### config.mk
export PLATFORM = sky130hd
export DESIGN_NAME = reg_writeback_buffer
export DESIGN_NICKNAME = d
export VERILOG_FILES = /design/src/rtl/cpu_pkg.sv /design/src/rtl/wb_fwd_match.sv /design/src/rtl/reg_writeback_buffer.sv
export SDC_FILE = /design/constraint.sdc
export NUM_CORES = 1
export LEC_CHECK = 0
export BUFFER_PORTS_ARGS = -buffer_cell sky130_fd_sc_hd__buf_4
export CAP_MARGIN = 10
export CORE_ASPECT_RATIO = 1.5
export CORE_UTILIZATION = 31
export DETAILED_ROUTE_END_ITERATION = 10
export GPL_TIMING_DRIVEN = 0
export SLEW_MARGIN = 20
export SYNTH_ARGS = -nofsm -noshare
export SYNTH_HDL_FRONTEND = slang
export SYNTH_SLANG_ARGS = --single-unit
### constraint.sdc
create_clock -name clk -period 13.3 [get_ports clk]
set_input_delay 2.66 -clock clk [delete_from_list [all_inputs] [get_ports clk]]
set_output_delay 2.66 -clock clk [all_outputs]
set_load 0.01 [all_outputs]
### src/rtl/cpu_pkg.sv
// Shared register-file types for the write-back path.
// Widths here size the FIFO entry storage.
package cpu_pkg;

    localparam int ADDR_W   = 4;
    localparam int DATA_W   = 16;
    localparam int NUM_REGS = 16;

    typedef struct packed {
        logic [ADDR_W-1:0] dest;
        logic [DATA_W-1:0] data;
    } wb_entry_t;

endpackage

### src/rtl/wb_fwd_match.sv
// Youngest-match search over pending write-back entries.
// Entries are scanned oldest to newest so the last hit wins.
module wb_fwd_match #(
    parameter int DEPTH  = 4,
    parameter int ADDR_W = cpu_pkg::ADDR_W,
    parameter int DATA_W = cpu_pkg::DATA_W,
    parameter int PTR_W  = $clog2(DEPTH)
) (
    input  logic                      [PTR_W-1:0]  rd_ptr,
    input  logic                      [DEPTH-1:0]  valid,
    input  cpu_pkg::wb_entry_t        [DEPTH-1:0]  entries,
    input  logic                      [ADDR_W-1:0] addr,
    output logic                                   hit,
    output logic                      [DATA_W-1:0] data
);
    import cpu_pkg::*;

    logic [PTR_W-1:0] idx;

    always_comb begin
        hit  = 1'b0;
        data = '0;
        idx  = '0;
        for (int i = 0; i < DEPTH; i++) begin
            idx = rd_ptr + PTR_W'(i);
            if (valid[idx] && entries[idx].dest == addr) begin
                hit  = 1'b1;
                data = entries[idx].data;
            end
        end
    end

endmodule

### src/rtl/reg_writeback_buffer.sv
// In-order write-back FIFO feeding the register file write port,
// with forwarding of pending writes to both read ports.
module reg_writeback_buffer #(
    parameter int DEPTH  = 4,
    parameter int ADDR_W = cpu_pkg::ADDR_W,
    parameter int DATA_W = cpu_pkg::DATA_W
) (
    input  logic              clk,
    input  logic              reset,
    input  logic              Alu_Valid,
    input  logic [ADDR_W-1:0] Alu_Reg,
    input  logic [DATA_W-1:0] Alu_Data,
    input  logic              Mem_Valid,
    input  logic [ADDR_W-1:0] Mem_Reg,
    input  logic [DATA_W-1:0] Mem_Data,
    output logic              Stall,
    output logic [ADDR_W-1:0] Write_Reg,
    output logic [DATA_W-1:0] Write_Data,
    output logic              RegWrite,
    input  logic [ADDR_W-1:0] Read_Reg_Add1,
    input  logic [ADDR_W-1:0] Read_Reg_Add2,
    output logic              Fwd_Hit1,
    output logic [DATA_W-1:0] Fwd_Data1,
    output logic              Fwd_Hit2,
    output logic [DATA_W-1:0] Fwd_Data2
);
    import cpu_pkg::*;

    localparam int PTR_W = $clog2(DEPTH);
    localparam int CNT_W = PTR_W + 1;

    logic      [PTR_W-1:0] rd_ptr;
    logic      [PTR_W-1:0] wr_ptr;
    logic      [PTR_W-1:0] alu_slot;
    logic      [CNT_W-1:0] count;
    logic      [CNT_W-1:0] count_next;
    logic      [CNT_W-1:0] free;
    logic      [DEPTH-1:0] valid;
    logic      [DEPTH-1:0] valid_next;
    wb_entry_t [DEPTH-1:0] entries;
    logic                  push_mem;
    logic                  push_alu;
    logic                  pop;
    logic      [1:0]       n_push;

    // Two slots stay in reserve so a dual push can never overflow.
    assign free  = CNT_W'(DEPTH) - count;
    assign Stall = free < CNT_W'(2);

    assign push_mem = Mem_Valid && !Stall;
    assign push_alu = Alu_Valid && !Stall;
    assign n_push   = {1'b0, push_mem} + {1'b0, push_alu};
    assign pop      = count != '0;

    // Mem is the older instruction, so it takes the first free slot.
    assign alu_slot = wr_ptr + PTR_W'(push_mem);

    assign count_next = count + CNT_W'(n_push) - CNT_W'(pop);

    always_comb begin
        valid_next = valid;
        if (pop) begin
            valid_next[rd_ptr] = 1'b0;
        end
        if (push_mem) begin
            valid_next[wr_ptr] = 1'b1;
        end
        if (push_alu) begin
            valid_next[alu_slot] = 1'b1;
        end
    end

    always_ff @(posedge clk) begin
        if (reset) begin
            rd_ptr <= '0;
            wr_ptr <= '0;
            count  <= '0;
            valid  <= '0;
        end else begin
            rd_ptr <= rd_ptr + PTR_W'(pop);
            wr_ptr <= wr_ptr + PTR_W'(n_push);
            count  <= count_next;
            valid  <= valid_next;
        end
    end

    always_ff @(posedge clk) begin
        if (!reset && push_mem) begin
            entries[wr_ptr] <= '{dest: Mem_Reg, data: Mem_Data};
        end
        if (!reset && push_alu) begin
            entries[alu_slot] <= '{dest: Alu_Reg, data: Alu_Data};
        end
    end

    assign RegWrite   = pop;
    assign Write_Reg  = pop ? entries[rd_ptr].dest : '0;
    assign Write_Data = pop ? entries[rd_ptr].data : '0;

    wb_fwd_match #(
        .DEPTH  (DEPTH),
        .ADDR_W (ADDR_W),
        .DATA_W (DATA_W)
    ) u_fwd1 (
        .rd_ptr  (rd_ptr),
        .valid   (valid),
        .entries (entries),
        .addr    (Read_Reg_Add1),
        .hit     (Fwd_Hit1),
        .data    (Fwd_Data1)
    );

    wb_fwd_match #(
        .DEPTH  (DEPTH),
        .ADDR_W (ADDR_W),
        .DATA_W (DATA_W)
    ) u_fwd2 (
        .rd_ptr  (rd_ptr),
        .valid   (valid),
        .entries (entries),
        .addr    (Read_Reg_Add2),
        .hit     (Fwd_Hit2),
        .data    (Fwd_Data2)
    );

endmodule

==> impl.org <==
** Floorplanning
- For this configuration, the core starts out at a cell density of 31.4%.
- Die X-Extent :: 130 um
- Rows :: 70
- The die covers 25300 um^2.
- Top-Level Pins :: 108
- Measured along the y axis, the die boundary spans 194 um.
- Area of the core :: 24300 um^2

** Placed design
- Buffers placed on the I/O ports in this run total 106.
- Post-Place Cells :: 1201
- The congestion estimate from routability-driven global placement came to 0.891.
- Once detailed placement completed, the half-perimeter wirelength came to 20.4 mm.
- Worst setup slack after placement :: 5.41 ns
- Once placement finished, the instance area stood at 8830 um^2.

** Global route
- The initial antenna violation count was 0.
- The first global-routing pass estimated 41.4 mm of wire.
- Aggregate global routing overflow :: 0
- In the global route stage, overall resource usage came out at 22.3%.
- Number of global-route vias before repair :: 7082
- Pin count of the biggest net entering global routing :: 17

** Routing
- Detailed routing placed a total of 14.3 mm of wire on met2.
- In the final routed layout, each cell accounts on average for 22.6 um.
- Vias :: 7055
- Met1 Wirelength :: 10.2 mm
- Total met3 wirelength after detailed routing :: 1.86 mm
- For this run, design rule violations remaining after detail routing come to 0.
- Antenna viol nets, final :: 0
- Total routed wirelength :: 27.5 mm
- Max Used Layer :: met4
- DR vias/cell :: 5.80
- The first TritonRoute pass finished after 5 iterations.
- In this run, the number of DRC markers left after iteration 0 of detailed routing was 511.

** Logic synthesis
- Top cells by instance count after synthesis :: sky130_fd_sc_hd__dfxtp_1 (91), sky130_fd_sc_hd__mux2i_1 (82), sky130_fd_sc_hd__mux4_2 (81), sky130_fd_sc_hd__nor2_1 (67), sky130_fd_sc_hd__nand2_1 (62)
- During synthesis, Yosys emitted a total of 0 warnings.
- Synth cell types :: 48
- Flop and latch count out of synthesis :: 91
- Synth Flop Type :: sky130_fd_sc_hd__dfxtp_1
- Yosys attributes the largest share of cell area to sky130_fd_sc_hd__mux4_2 (24%), sky130_fd_sc_hd__dfxtp_1 (24%), sky130_fd_sc_hd__mux2i_1 (11%), sky130_fd_sc_hd__nor2_1 (3.3%), sky130_fd_sc_hd__nand2_1 (3.1%).
- After synthesis the cells add up to 7630 um^2.
- Ys async rst share :: 0%
- Counting every instance in the synthesized netlist gives 771.
- The share of synthesized area in the top cell type comes to 23.9%.
- The number of nets handed over by synthesis was 837.
- Part of the Yosys area used for sequential elements :: 23.9%
- Post-synthesis average cell area :: 9.89 um^2
- Most repeated cell in the gate-level netlist after synthesis :: sky130_fd_sc_hd__dfxtp_1
- The largest total area in the synthesized netlist belongs to sky130_fd_sc_hd__mux4_2.
- The synthesized design contains 0 enable-type register cells.

** Power
- Power density relative to cell area :: 272 nW/um^2
- Peak supply drop :: 0.000106 V
- Cell leakage power :: 3.65 nW

** STA
- Measured against its own limit, the worst slew margin works out to 26.5%.
- The clock arrives with 0.0100 ns of skew.
- Setup repair after global routing left no endpoint under its margin.
- Part of the cycle the worst path needs :: 62.9%
- Setup violations remaining at the end of the flow were counted as 0.
- Derived from the worst setup path, the maximum achievable clock frequency is 120 MHz.
- Post-route worst hold slack :: 0.576 ns
- Setup TNS after final layout :: 0 ns
- Worst-Margin Slew :: 1.10 ns
- Pins over their slew limit :: 0
- Across all setup checks in the final design, the least slack found is 4.94 ns.
- Final hold violations :: 0
- The worst path needs 8.36 ns of the cycle, external delays included.

** Outcome
- The flow ran to the end, and the final reports show no timing, DRC or antenna violations.

** Layout
- Final instance area :: 9130 um^2
- Filler cell count in the final layout :: 2512
- The count of cells in the finished layout, fillers not included, comes to 1217.
- Seq. cell area :: 1820 um^2
- Cells with a size suffix above 1 make up 25.9% of the layout.
- Area of the multi-input gates :: 5340 um^2
- Layout Area Growth over Synthesis :: 19.7%
- The repair_antennas step left the layout with diodes totalling 0.
- Post-layout net count :: 954

** CTS
- TritonCTS clock tree :: done
- Worst-path clk slew :: 0.07 ns
- Number of H-tree branching levels :: 3
- The cell sitting at the root of the clock tree is a sky130_fd_sc_hd__clkbuf_16.
- The number of hold buffers added after CTS was 0.
- Buffer levels on the longest clock path :: 2
- Number of setup buffers added after CTS :: 0
- Worst skew pair latency :: 0.36 ns
- Post-CTS repair changed the size of 0 cells.
- Clk sinks :: 91
- Total clock buffers created by CTS :: 9

** Critical path
- Worst path bufs/invs :: 9
- Slowest Stage Delay on Critical Path :: 0.73 ns
- In this run the worst path has a maximum fanout of 10.
- Logic depth of the worst register-to-register path :: 12
- Crit-path slowest cell :: sky130_fd_sc_hd__buf_1
- List of cells traversed by the critical path :: buf_4, clkbuf_1, buf_1, inv_1, ha_1, buf_6, buf_2, mux4_1, xor2_1, nor2_1, nand4_1, clkbuf_1, buf_1, o211ai_1, buf_4
- Family of cells with the greatest summed delay on the critical path :: buffers and inverters
- Logic depth of the worst setup path including buffers :: 15
- For the worst setup path, the data arrival time is 5.70 ns.
- CP startpoint kind :: flip-flop
- Critical setup path kind :: flip-flop to output port
- The worst setup path is captured at an output port.
- STA puts the critical path data required time at 10.64 ns.
- Setup slack on the worst flop-to-flop path :: 10.33 ns

** Hold path
- The worst hold path belongs to the class flip-flop to flip-flop.
- Hold Path Stages :: 2

** Job
- Maximum capacitance violations :: 0
## stage by stage
step / util, % / power, mW
final: 37.6 / 2.49
after global routing: 37.6 / 2.65
after CTS: 37.6 / 2.48
after detailed placement: 36.4 / 2.21
after global placement: 36.4 / 2.18
after floorplan: - / 1.70
## cell usage in the layout, fill, tap and decap left out, types with 32 or more instances in the layout
cell | Yosys | routed
sky130_fd_sc_hd__a21oi_1 | 40 | 40
sky130_fd_sc_hd__buf_4 | 2 | 108
sky130_fd_sc_hd__o21ai_0 | 40 | 40
sky130_fd_sc_hd__inv_1 | 32 | 32
sky130_fd_sc_hd__mux2i_1 | 82 | 82
sky130_fd_sc_hd__dfxtp_1 | 91 | 91
sky130_fd_sc_hd__nor2_1 | 67 | 67
sky130_fd_sc_hd__mux4_2 | 81 | 81
sky130_fd_sc_hd__nand2_1 | 62 | 62
sky130_fd_sc_hd__clkbuf_1 | 42 | 42
## layout make-up
cell class / instances / share of cell area, %
repair buffers: 106 / 8.71
inverters: 32 / 1.32
clock inverters: 7 / 0.836
clock buffers: 9 / 2.47
plain buffers: 70 / 3.75
flip-flops and latches: 91 / 20.0
multi-input cells: 578 / 58.5
well taps: 324 / 4.44
## power by group
group / internal [mW] / switching (mW)
combinational: 0.805 / 0.823
clock: 0.147 / 0.123
sequential: 0.417 / 0.171
total: 1.37 / 1.12
## path summary, 6_finish.rpt
path / end / start
hold reg to reg: valid[2] / valid[2]
setup reg to reg: count[2] / count[0]
setup / recovery: Fwd_Hit2 / rd_ptr[1]
hold / removal: valid[2] / valid[2]
## cell families (layout without fill, tap and decap cells)
| logic type | count (synthesis) | in the layout | share of synthesized area, % |
|---|---|---|---|
| AO/OA/AOI/OAI | 153 | 153 | 14.5 |
| XOR/XNOR | 39 | 39 | 4.58 |
| adder cells (fa/ha/maj) | 14 | 14 | 2.39 |
| buffers and inverters | 102 | 224 | 6.07 |
| flip-flops | 91 | 91 | 23.9 |
| multiplexers | 166 | 166 | 35.7 |
| AND/OR/NAND/NOR | 206 | 206 | 12.9 |
## tightest hold or removal path, delay by kind of cell (launching register included)
kind	cells	cell delay (ns)
AOI/OAI and AO/OA	1	0.10
DFF	1	0.35
and+or+nand+nor	1	0.07
## registers in the layout, indices dropped and copies added (netlist names)
register	count
entries	80
valid	4
count	3
rd_ptr	2
wr_ptr	2
## routing by layer
metal / vias up / global-route usage, %
met5: - / 0
met4: 0 / 11.1
met3: 67 / 4.08
met2: 308 / 39.1
met1: 3527 / 25.4
li1: 3153 / -
No activity file was read; power rests on OpenSTA's default activity.
